[config.mk]
export PLATFORM = sky130hd
export DESIGN_NAME = clock_gen_mgr
export DESIGN_NICKNAME = d
export VERILOG_FILES = /design/src/rtl/clock_gen_pkg.sv /design/src/rtl/clock_gen_pll.sv /design/src/rtl/clock_gen_mgr.sv
export SDC_FILE = /design/constraint.sdc
export NUM_CORES = 1
export LEC_CHECK = 0
export CAP_MARGIN = 10
export CORE_MARGIN = 4
export CORE_UTILIZATION = 55
export CTS_CLUSTER_DIAMETER = 150
export DETAILED_ROUTE_END_ITERATION = 10
export PLACE_DENSITY_LB_ADDON = 0.3
export RECOVER_POWER = 25
export SLEW_MARGIN = 20
export SYNTH_ARGS = -nofsm -noshare
export SYNTH_HDL_FRONTEND = slang
export SYNTH_SLANG_ARGS = --single-unit
[constraint.sdc]
create_clock -name clkin -period 3 [get_ports clkin]
set_input_delay 0.75 -clock clkin [delete_from_list [all_inputs] [get_ports clkin]]
set_output_delay 0.75 -clock clkin [all_outputs]
set_load 0.005 [all_outputs]
[src/rtl/clock_gen_pkg.sv]
// Shared types and helpers for the PLL clock generator / lock supervisor.
// Imported by clock_gen_pll and clock_gen_mgr.
package clock_gen_pkg;

    localparam int MAX_PLL_OUT = 6;

    typedef enum logic [2:0] {
        RST_PLL   = 3'd0,
        WAIT_LOCK = 3'd1,
        STABLE    = 3'd2,
        RELEASE   = 3'd3,
        RUN       = 3'd4,
        FAIL      = 3'd5
    } cg_state_t;

    function automatic int max2(input int a, input int b);
        return (a > b) ? a : b;
    endfunction

endpackage

[src/rtl/clock_gen_pll.sv]
// PLL wrapper: PLLE2_ADV + BUFGs when CLKGEN_XILINX_PLL is defined,
// otherwise a synthesizable fabric divider model with a modelled lock delay.
module clock_gen_pll
    import clock_gen_pkg::*;
#(
    parameter int  NUM_OUT                   = 3,
    parameter real CLKIN_PERIOD              = 5.000,
    parameter int  FB_MULT                   = 8,
    parameter int  DIV_CLK                   = 1,
    parameter int  OUT_DIVIDE [MAX_PLL_OUT]  = '{2, 2, 8, 2, 2, 2},
    parameter real OUT_PHASE  [MAX_PLL_OUT]  = '{90.0, 0.0, 0.0, 0.0, 0.0, 0.0}
) (
    input  logic                   clkin,
    input  logic                   rst,
    output logic                   locked,
    output logic [MAX_PLL_OUT-1:0] clk_out
);

`ifdef CLKGEN_XILINX_PLL

    function automatic int div_of(input int i);
        return (i < NUM_OUT) ? OUT_DIVIDE[i] : 2;
    endfunction

    function automatic real ph_of(input int i);
        return (i < NUM_OUT) ? OUT_PHASE[i] : 0.0;
    endfunction

    logic                   clkfb;
    logic                   clkfb_buf;
    logic [MAX_PLL_OUT-1:0] clk_raw;

    PLLE2_ADV #(
        .BANDWIDTH      ("OPTIMIZED"),
        .CLKIN1_PERIOD  (CLKIN_PERIOD),
        .CLKFBOUT_MULT  (FB_MULT),
        .DIVCLK_DIVIDE  (DIV_CLK),
        .CLKOUT0_DIVIDE (div_of(0)),
        .CLKOUT1_DIVIDE (div_of(1)),
        .CLKOUT2_DIVIDE (div_of(2)),
        .CLKOUT3_DIVIDE (div_of(3)),
        .CLKOUT4_DIVIDE (div_of(4)),
        .CLKOUT5_DIVIDE (div_of(5)),
        .CLKOUT0_PHASE  (ph_of(0)),
        .CLKOUT1_PHASE  (ph_of(1)),
        .CLKOUT2_PHASE  (ph_of(2)),
        .CLKOUT3_PHASE  (ph_of(3)),
        .CLKOUT4_PHASE  (ph_of(4)),
        .CLKOUT5_PHASE  (ph_of(5))
    ) u_pll (
        .CLKIN1   (clkin),
        .CLKIN2   (1'b0),
        .CLKINSEL (1'b1),
        .CLKFBIN  (clkfb_buf),
        .CLKFBOUT (clkfb),
        .CLKOUT0  (clk_raw[0]),
        .CLKOUT1  (clk_raw[1]),
        .CLKOUT2  (clk_raw[2]),
        .CLKOUT3  (clk_raw[3]),
        .CLKOUT4  (clk_raw[4]),
        .CLKOUT5  (clk_raw[5]),
        .RST      (rst),
        .PWRDWN   (1'b0),
        .LOCKED   (locked),
        .DADDR    (7'd0),
        .DCLK     (1'b0),
        .DEN      (1'b0),
        .DI       (16'd0),
        .DWE      (1'b0),
        .DO       (),
        .DRDY     ()
    );

    BUFG u_fb_bufg (.I(clkfb), .O(clkfb_buf));

    for (genvar i = 0; i < MAX_PLL_OUT; i++) begin : g_bufg
        BUFG u_bufg (.I(clk_raw[i]), .O(clk_out[i]));
    end

`else

    // Lock time scales with the feedback loop and a fixed ~100 ns settle.
    localparam int LOCK_DLY = FB_MULT * DIV_CLK + int'(100.0 / CLKIN_PERIOD);

    logic [15:0] lk_cnt;

    // Hold lock low during and for LOCK_DLY cycles after PLL reset.
    always_ff @(posedge clkin) begin
        if (rst)
            lk_cnt <= '0;
        else if (lk_cnt != 16'(LOCK_DLY))
            lk_cnt <= lk_cnt + 16'd1;
    end

    assign locked = (lk_cnt == 16'(LOCK_DLY));

    for (genvar i = 0; i < MAX_PLL_OUT; i++) begin : g_out
        if (i < NUM_OUT) begin : g_on
            localparam int D = OUT_DIVIDE[i];
            localparam int P = int'(OUT_PHASE[i] * real'(D) / 360.0) % D;

            logic [7:0] cnt;

            // Free-running divider, preloaded to approximate the phase offset.
            always_ff @(posedge clkin) begin
                if (rst)
                    cnt <= 8'(P);
                else
                    cnt <= (cnt == 8'(D - 1)) ? 8'd0 : cnt + 8'd1;
            end

            assign clk_out[i] = (D == 1) ? clkin : (cnt < 8'(D / 2));
        end else begin : g_off
            assign clk_out[i] = 1'b0;
        end
    end

`endif

endmodule

[src/rtl/clock_gen_mgr.sv]
// PLL clock generator with lock supervisor and staggered reset release.
// CLKGEN_LOSS_CNT_EN adds a saturating 16-bit RUN lock-loss counter port.
module clock_gen_mgr
    import clock_gen_pkg::*;
#(
    parameter int  NUM_OUT                   = 3,
    parameter real CLKIN_PERIOD              = 5.000,
    parameter int  FB_MULT                   = 8,
    parameter int  DIV_CLK                   = 1,
    parameter int  OUT_DIVIDE [MAX_PLL_OUT]  = '{2, 2, 8, 2, 2, 2},
    parameter real OUT_PHASE  [MAX_PLL_OUT]  = '{90.0, 0.0, 0.0, 0.0, 0.0, 0.0},
    parameter int  RST_CYCLES                = 16,
    parameter int  LOCK_TIMEOUT              = 65536,
    parameter int  LOCK_STABLE               = 1024,
    parameter int  RELEASE_GAP               = 8,
    parameter int  MAX_RETRY                 = 4,
    localparam int RW = $clog2(MAX_RETRY + 1)
) (
    input  logic               clkin,
    input  logic               reset,
    output logic [NUM_OUT-1:0] clk_out,
    output logic [NUM_OUT-1:0] rst_out,
    output logic               locked,
    output logic               fail,
    output cg_state_t          state,
`ifdef CLKGEN_LOSS_CNT_EN
    output logic [15:0]        loss_cnt,
`endif
    output logic [RW-1:0]      retry_cnt
);

    localparam int TMAX = max2(max2(RST_CYCLES, LOCK_TIMEOUT),
                               max2(LOCK_STABLE, RELEASE_GAP));
    localparam int TW = $clog2(TMAX + 1);

    localparam logic [TW-1:0] T_RST  = TW'(RST_CYCLES - 1);
    localparam logic [TW-1:0] T_LOCK = TW'(LOCK_TIMEOUT - 1);
    localparam logic [TW-1:0] T_STAB = TW'(LOCK_STABLE - 1);
    localparam logic [TW-1:0] T_GAP  = TW'(RELEASE_GAP - 1);

    logic                   pll_rst;
    logic                   pll_locked;
    logic [MAX_PLL_OUT-1:0] pll_clk;
    logic                   unused_clk;

    logic                   lock_meta;
    logic                   lock_s;
    logic [TW-1:0]          timer;
    logic [TW-1:0]          t_inc;
    logic [RW-1:0]          retry_nxt;
    logic [NUM_OUT-1:0]     rst_shl;

    clock_gen_pll #(
        .NUM_OUT      (NUM_OUT),
        .CLKIN_PERIOD (CLKIN_PERIOD),
        .FB_MULT      (FB_MULT),
        .DIV_CLK      (DIV_CLK),
        .OUT_DIVIDE   (OUT_DIVIDE),
        .OUT_PHASE    (OUT_PHASE)
    ) u_pll (
        .clkin   (clkin),
        .rst     (pll_rst),
        .locked  (pll_locked),
        .clk_out (pll_clk)
    );

    assign clk_out    = pll_clk[NUM_OUT-1:0];
    assign unused_clk = ^pll_clk;

    assign pll_rst = (state == RST_PLL) || (state == FAIL);
    assign locked  = (state == RUN);
    assign fail    = (state == FAIL);

    assign t_inc     = (&timer) ? timer : timer + TW'(1);
    assign retry_nxt = retry_cnt + RW'(1);
    assign rst_shl   = rst_out << 1;

    // Two-flop synchroniser for the asynchronous PLL LOCKED.
    always_ff @(posedge clkin) begin
        if (reset) begin
            lock_meta <= 1'b0;
            lock_s    <= 1'b0;
        end else begin
            lock_meta <= pll_locked;
            lock_s    <= lock_meta;
        end
    end

    // Supervisor FSM: PLL reset pulse, lock wait/qualify, staggered release.
    always_ff @(posedge clkin) begin
        if (reset) begin
            state     <= RST_PLL;
            timer     <= '0;
            retry_cnt <= '0;
            rst_out   <= '1;
        end else begin
            unique case (state)
                RST_PLL: begin
                    if (timer >= T_RST) begin
                        state <= WAIT_LOCK;
                        timer <= '0;
                    end else begin
                        timer <= t_inc;
                    end
                end
                WAIT_LOCK: begin
                    if (lock_s) begin
                        state <= STABLE;
                        timer <= TW'(1);
                    end else if (timer >= T_LOCK) begin
                        timer     <= '0;
                        retry_cnt <= retry_nxt;
                        state     <= (retry_nxt == RW'(MAX_RETRY)) ? FAIL : RST_PLL;
                    end else begin
                        timer <= t_inc;
                    end
                end
                STABLE: begin
                    if (!lock_s) begin
                        state <= WAIT_LOCK;
                        timer <= '0;
                    end else if (timer >= T_STAB) begin
                        state   <= RELEASE;
                        timer   <= '0;
                        rst_out <= rst_shl;
                    end else begin
                        timer <= t_inc;
                    end
                end
                RELEASE: begin
                    if (!lock_s) begin
                        state   <= RST_PLL;
                        timer   <= '0;
                        rst_out <= '1;
                    end else if (rst_out == '0) begin
                        state     <= RUN;
                        retry_cnt <= '0;
                    end else if (timer >= T_GAP) begin
                        timer   <= '0;
                        rst_out <= rst_shl;
                        if (rst_shl == '0) begin
                            state     <= RUN;
                            retry_cnt <= '0;
                        end
                    end else begin
                        timer <= t_inc;
                    end
                end
                RUN: begin
                    retry_cnt <= '0;
                    if (!lock_s) begin
                        state   <= RST_PLL;
                        timer   <= '0;
                        rst_out <= '1;
                    end
                end
                FAIL: begin
                    rst_out <= '1;
                end
                default: begin
                    state   <= RST_PLL;
                    timer   <= '0;
                    rst_out <= '1;
                end
            endcase
        end
    end

`ifdef CLKGEN_LOSS_CNT_EN
    // Count RUN -> RST_PLL lock-loss events, saturating.
    always_ff @(posedge clkin) begin
        if (reset)
            loss_cnt <= '0;
        else if (state == RUN && !lock_s && loss_cnt != 16'hFFFF)
            loss_cnt <= loss_cnt + 16'd1;
    end
`endif

endmodule
==> results.cfg <==
[run_status]
status = complete, no violations

[die]
die-area_mm2 = 0.007731
coreArea_mm2 = 0.006061
io_pins = 16
die_h_um = 87.93
die_w_um = 87.93
std_cell_rows = 28
start_util_pct = 57.97

[clocking]
clock_latency_ns = 0.35
hold_buffers = 0
cts.reportedPaths.clkPinSlew_ns = 0.08
cts_root_buf = clkbuf_8
cts_tree = yes
cts_buffer_depth = 2
htree_num_levels = 3
numClockSinks = 68
numCtsBuffers = 9
post_cts_buffers = 0
post_cts_resized = 0

[min_path]
hold_path_end = lock_s
min_path_type = flop to flop
hold_depth = 1
hp-start = lock_meta

[global_routing]
grt_max_degree = 23
grtUsageMet1_pct = 26.87
grt.overflow.total = 0
track_usage_pct = 20.39
top_usage_layer = met2
grt_pass1_wl_um = 12590
grt.met3_usage_pct = 3.857
antenna_found_initial = 0
met2_usage_pct = 32.19
first_global_vias = 2843

[logic_synthesis]
synth.avg_cell_area_um2 = 8.425
synth_top_area_share_pct = 38.75
synthXorXnorAreaFrac_pct = 10.22
synth_flop_cell = dfxtp_1
synth_top_area_cell = dfxtp_1
yosysMostFrequentCell = nor2_1
synth_compound_area_share_pct = 11.89
synth_adder_area_share_pct = 4.274
ys_warn_count = 0
synth_edf_count = 0
yosys.area_share.simple_pct = 28.67
yosysSeqAreaShare_pct = 38.75
synth_mux_area_share_pct = 0.8547
synth_top_family_by_area = simple AND/OR/NAND/NOR gates
syn_inst = 417
syn_nets = 431
ys_ff_latch = 68
ys_top_cells_by_area = dfxtp_1, xor2_1, nor2_1
synthArstFlopShare_pct = 0
synth_cell_type_count = 58
netlist_area_mm2 = 0.003513
yosys-top-cells-count = nor2_1, dfxtp_1, xor2_1, nand3_1, nand2_1

[timing]
min_period_ns = 2.863
finClkSkew_ns = 0.01273
maxSlewViolCount = 0
max_clock_freq_mhz = 349.3
finalSetupViolCount = 0
final-hold-violation-count = 0
worst_pin_slew_ns = 0.9594
period_share_pct = 95.44
slew_headroom_pct = 36.04
tns_ns = 0
rsz0062_at_grt = no

[finish]
n_antenna_cell = 0
utilization_pct = 64.70
drive_gt1_share_pct = 7.339
area_growth_pct = 11.61
nNetsFinal = 446
final_cell_area_mm2 = 0.003921

[worst_setup_path]
rrSetupSlack_ns = 0.49
arrival_ns = 2.11
slowest_stage = or4_1
crit_chain = or4_1, nor3_1, and2_1, clkdlybuf4s50_1
r2r_start = timer[0]
crit_type = flop to output pin
cp_max_fo = 4
endpoint_kind = output pin
cp-start-kind = flop
r2r-end = timer[8]
path_buf_inv = 1
max_stage_delay_ns = 0.52
worstPathRequired_ns = 2.25
rr_worst_depth = 7
crit_family = simple AND/OR/NAND/NOR gates

[drt]
vias = 2986
detail_route.wl_per_cell_um = 13.88
drt-vias-per-instance = 5.843
drtPass1Iterations = 4
drt_iter0_markers = 294
wl_um = 7095
ant_nets = 0
drc = 0

[job]
cap_viol_max_count = 0

[pwr]
power_leakage_nw = 1.424
vdd_drop_max_mv = 0.3080
powerDensity_mw_per_mm2 = 540.0

[placement]
routabilityCongestion = 0.9004
port_buffers = 15
placed_area_mm2 = 0.003667
hpwl_um = 5021
worst reg2reg max path: stages (launching register included):
cell and delay [ns]:
dfxtp_1 0.43, ha_1 0.27, or4b_1 0.44, o31ai_1 0.30, a2111oi_2 0.15, a21oi_2 0.24
a41o_1 0.45, nor2_1 0.10
registers in the layout, summed over array words and instances (netlist names):
signal                cells
lock_meta                 1
state                     3
retry_cnt                 3
timer                    17
u_pll.lk_cnt             16
rst_out                   3
lock_s                    1
u_pll.g_out.g_on.cnt     24
cell usage in the layout, fill, tap and decap left out, types with 3 or more instances in the layout:
cell type,count
nor2b_1,4
clkdlybuf4s50_1,14
nor2_1,71
inv_1,18
dfxtp_1,68
a21oi_1,18
nor3_1,13
o22ai_1,3
nand2_1,27
nor4_1,5
and3_1,12
a31oi_1,4
o31ai_1,3
or4_1,4
nand2b_1,3
xor2_1,31
o21ai_0,8
mux2i_1,3
bufinv_16,4
or3_1,3
xnor2_1,10
ha_1,12
a21o_1,5
clkbuf_8,9
nand3_1,29
and2_1,4
nand4_1,12
worst max path at each step:
| stage | start | depth (start not counted) | slack, ns | to |
|---|---|---|---|---|
| after CTS | u_pll.g_out[0].g_on.cnt[3] | 4 | 0.11 | clk_out[0] |
| after global routing | u_pll.g_out[0].g_on.cnt[3] | 4 | 0.02 | clk_out[0] |
| after global placement | u_pll.g_out[0].g_on.cnt[3] | 4 | 0.52 | clk_out[0] |
| after detailed placement | u_pll.g_out[0].g_on.cnt[3] | 4 | 0.48 | clk_out[0] |
| after floorplan | timer[0] | 8 | 0.88 | timer[15] |
| final | u_pll.g_out[0].g_on.cnt[3] | 4 | 0.14 | clk_out[0] |
cell type report:
| class | instances | area, um2 |
|---|---|---|
| flip-flops and latches | 68 | 1361 |
| inverters | 18 | 67.56 |
| clock inverters | 6 | 137.6 |
| well taps | 75 | 93.84 |
| clock buffers | 9 | 123.9 |
| fillers | 528 | 2140 |
| multi-input cells | 316 | 1964 |
| repair buffers | 19 | 172.7 |
cell families (layout without fill, tap and decap cells):
family / after synthesis / count (layout)
simple gates: 200 / 200
flops: 68 / 68
compound gates: 60 / 60
xor+xnor: 41 / 41
buf+inv: 33 / 52
fa+ha+maj: 12 / 12
mux: 3 / 3
metrics by stage:
| step | hold WS (ns) | worst slack (ns) | cells | power [mW] |
|---|---|---|---|---|
| floorplan | 0.4132 | 0.8751 | 417 | 1.096 |
| global placement | 0.4151 | 0.5169 | 496 | 1.140 |
| detailed placement | 0.4307 | 0.4829 | 496 | 1.145 |
| CTS | 0.4437 | 0.1058 | 511 | 2.137 |
| global route | 0.4631 | 0.02092 | 511 | 2.206 |
| finish | 0.4378 | 0.1367 | 511 | 2.117 |
report_power, final:
group	total [mW]	internal [mW]	switching, mW
clock network	0.994	0.635	0.359
registers	0.955	0.923	0.0329
logic	0.168	0.0699	0.0982
layer usage:
layer  wire, um  share of wire, %
met4        155               2.2
met5          0                 0
met1       3287                46
met2       3249                46
met3        403               5.7
Note: power is estimated with default switching activity, not from simulation.
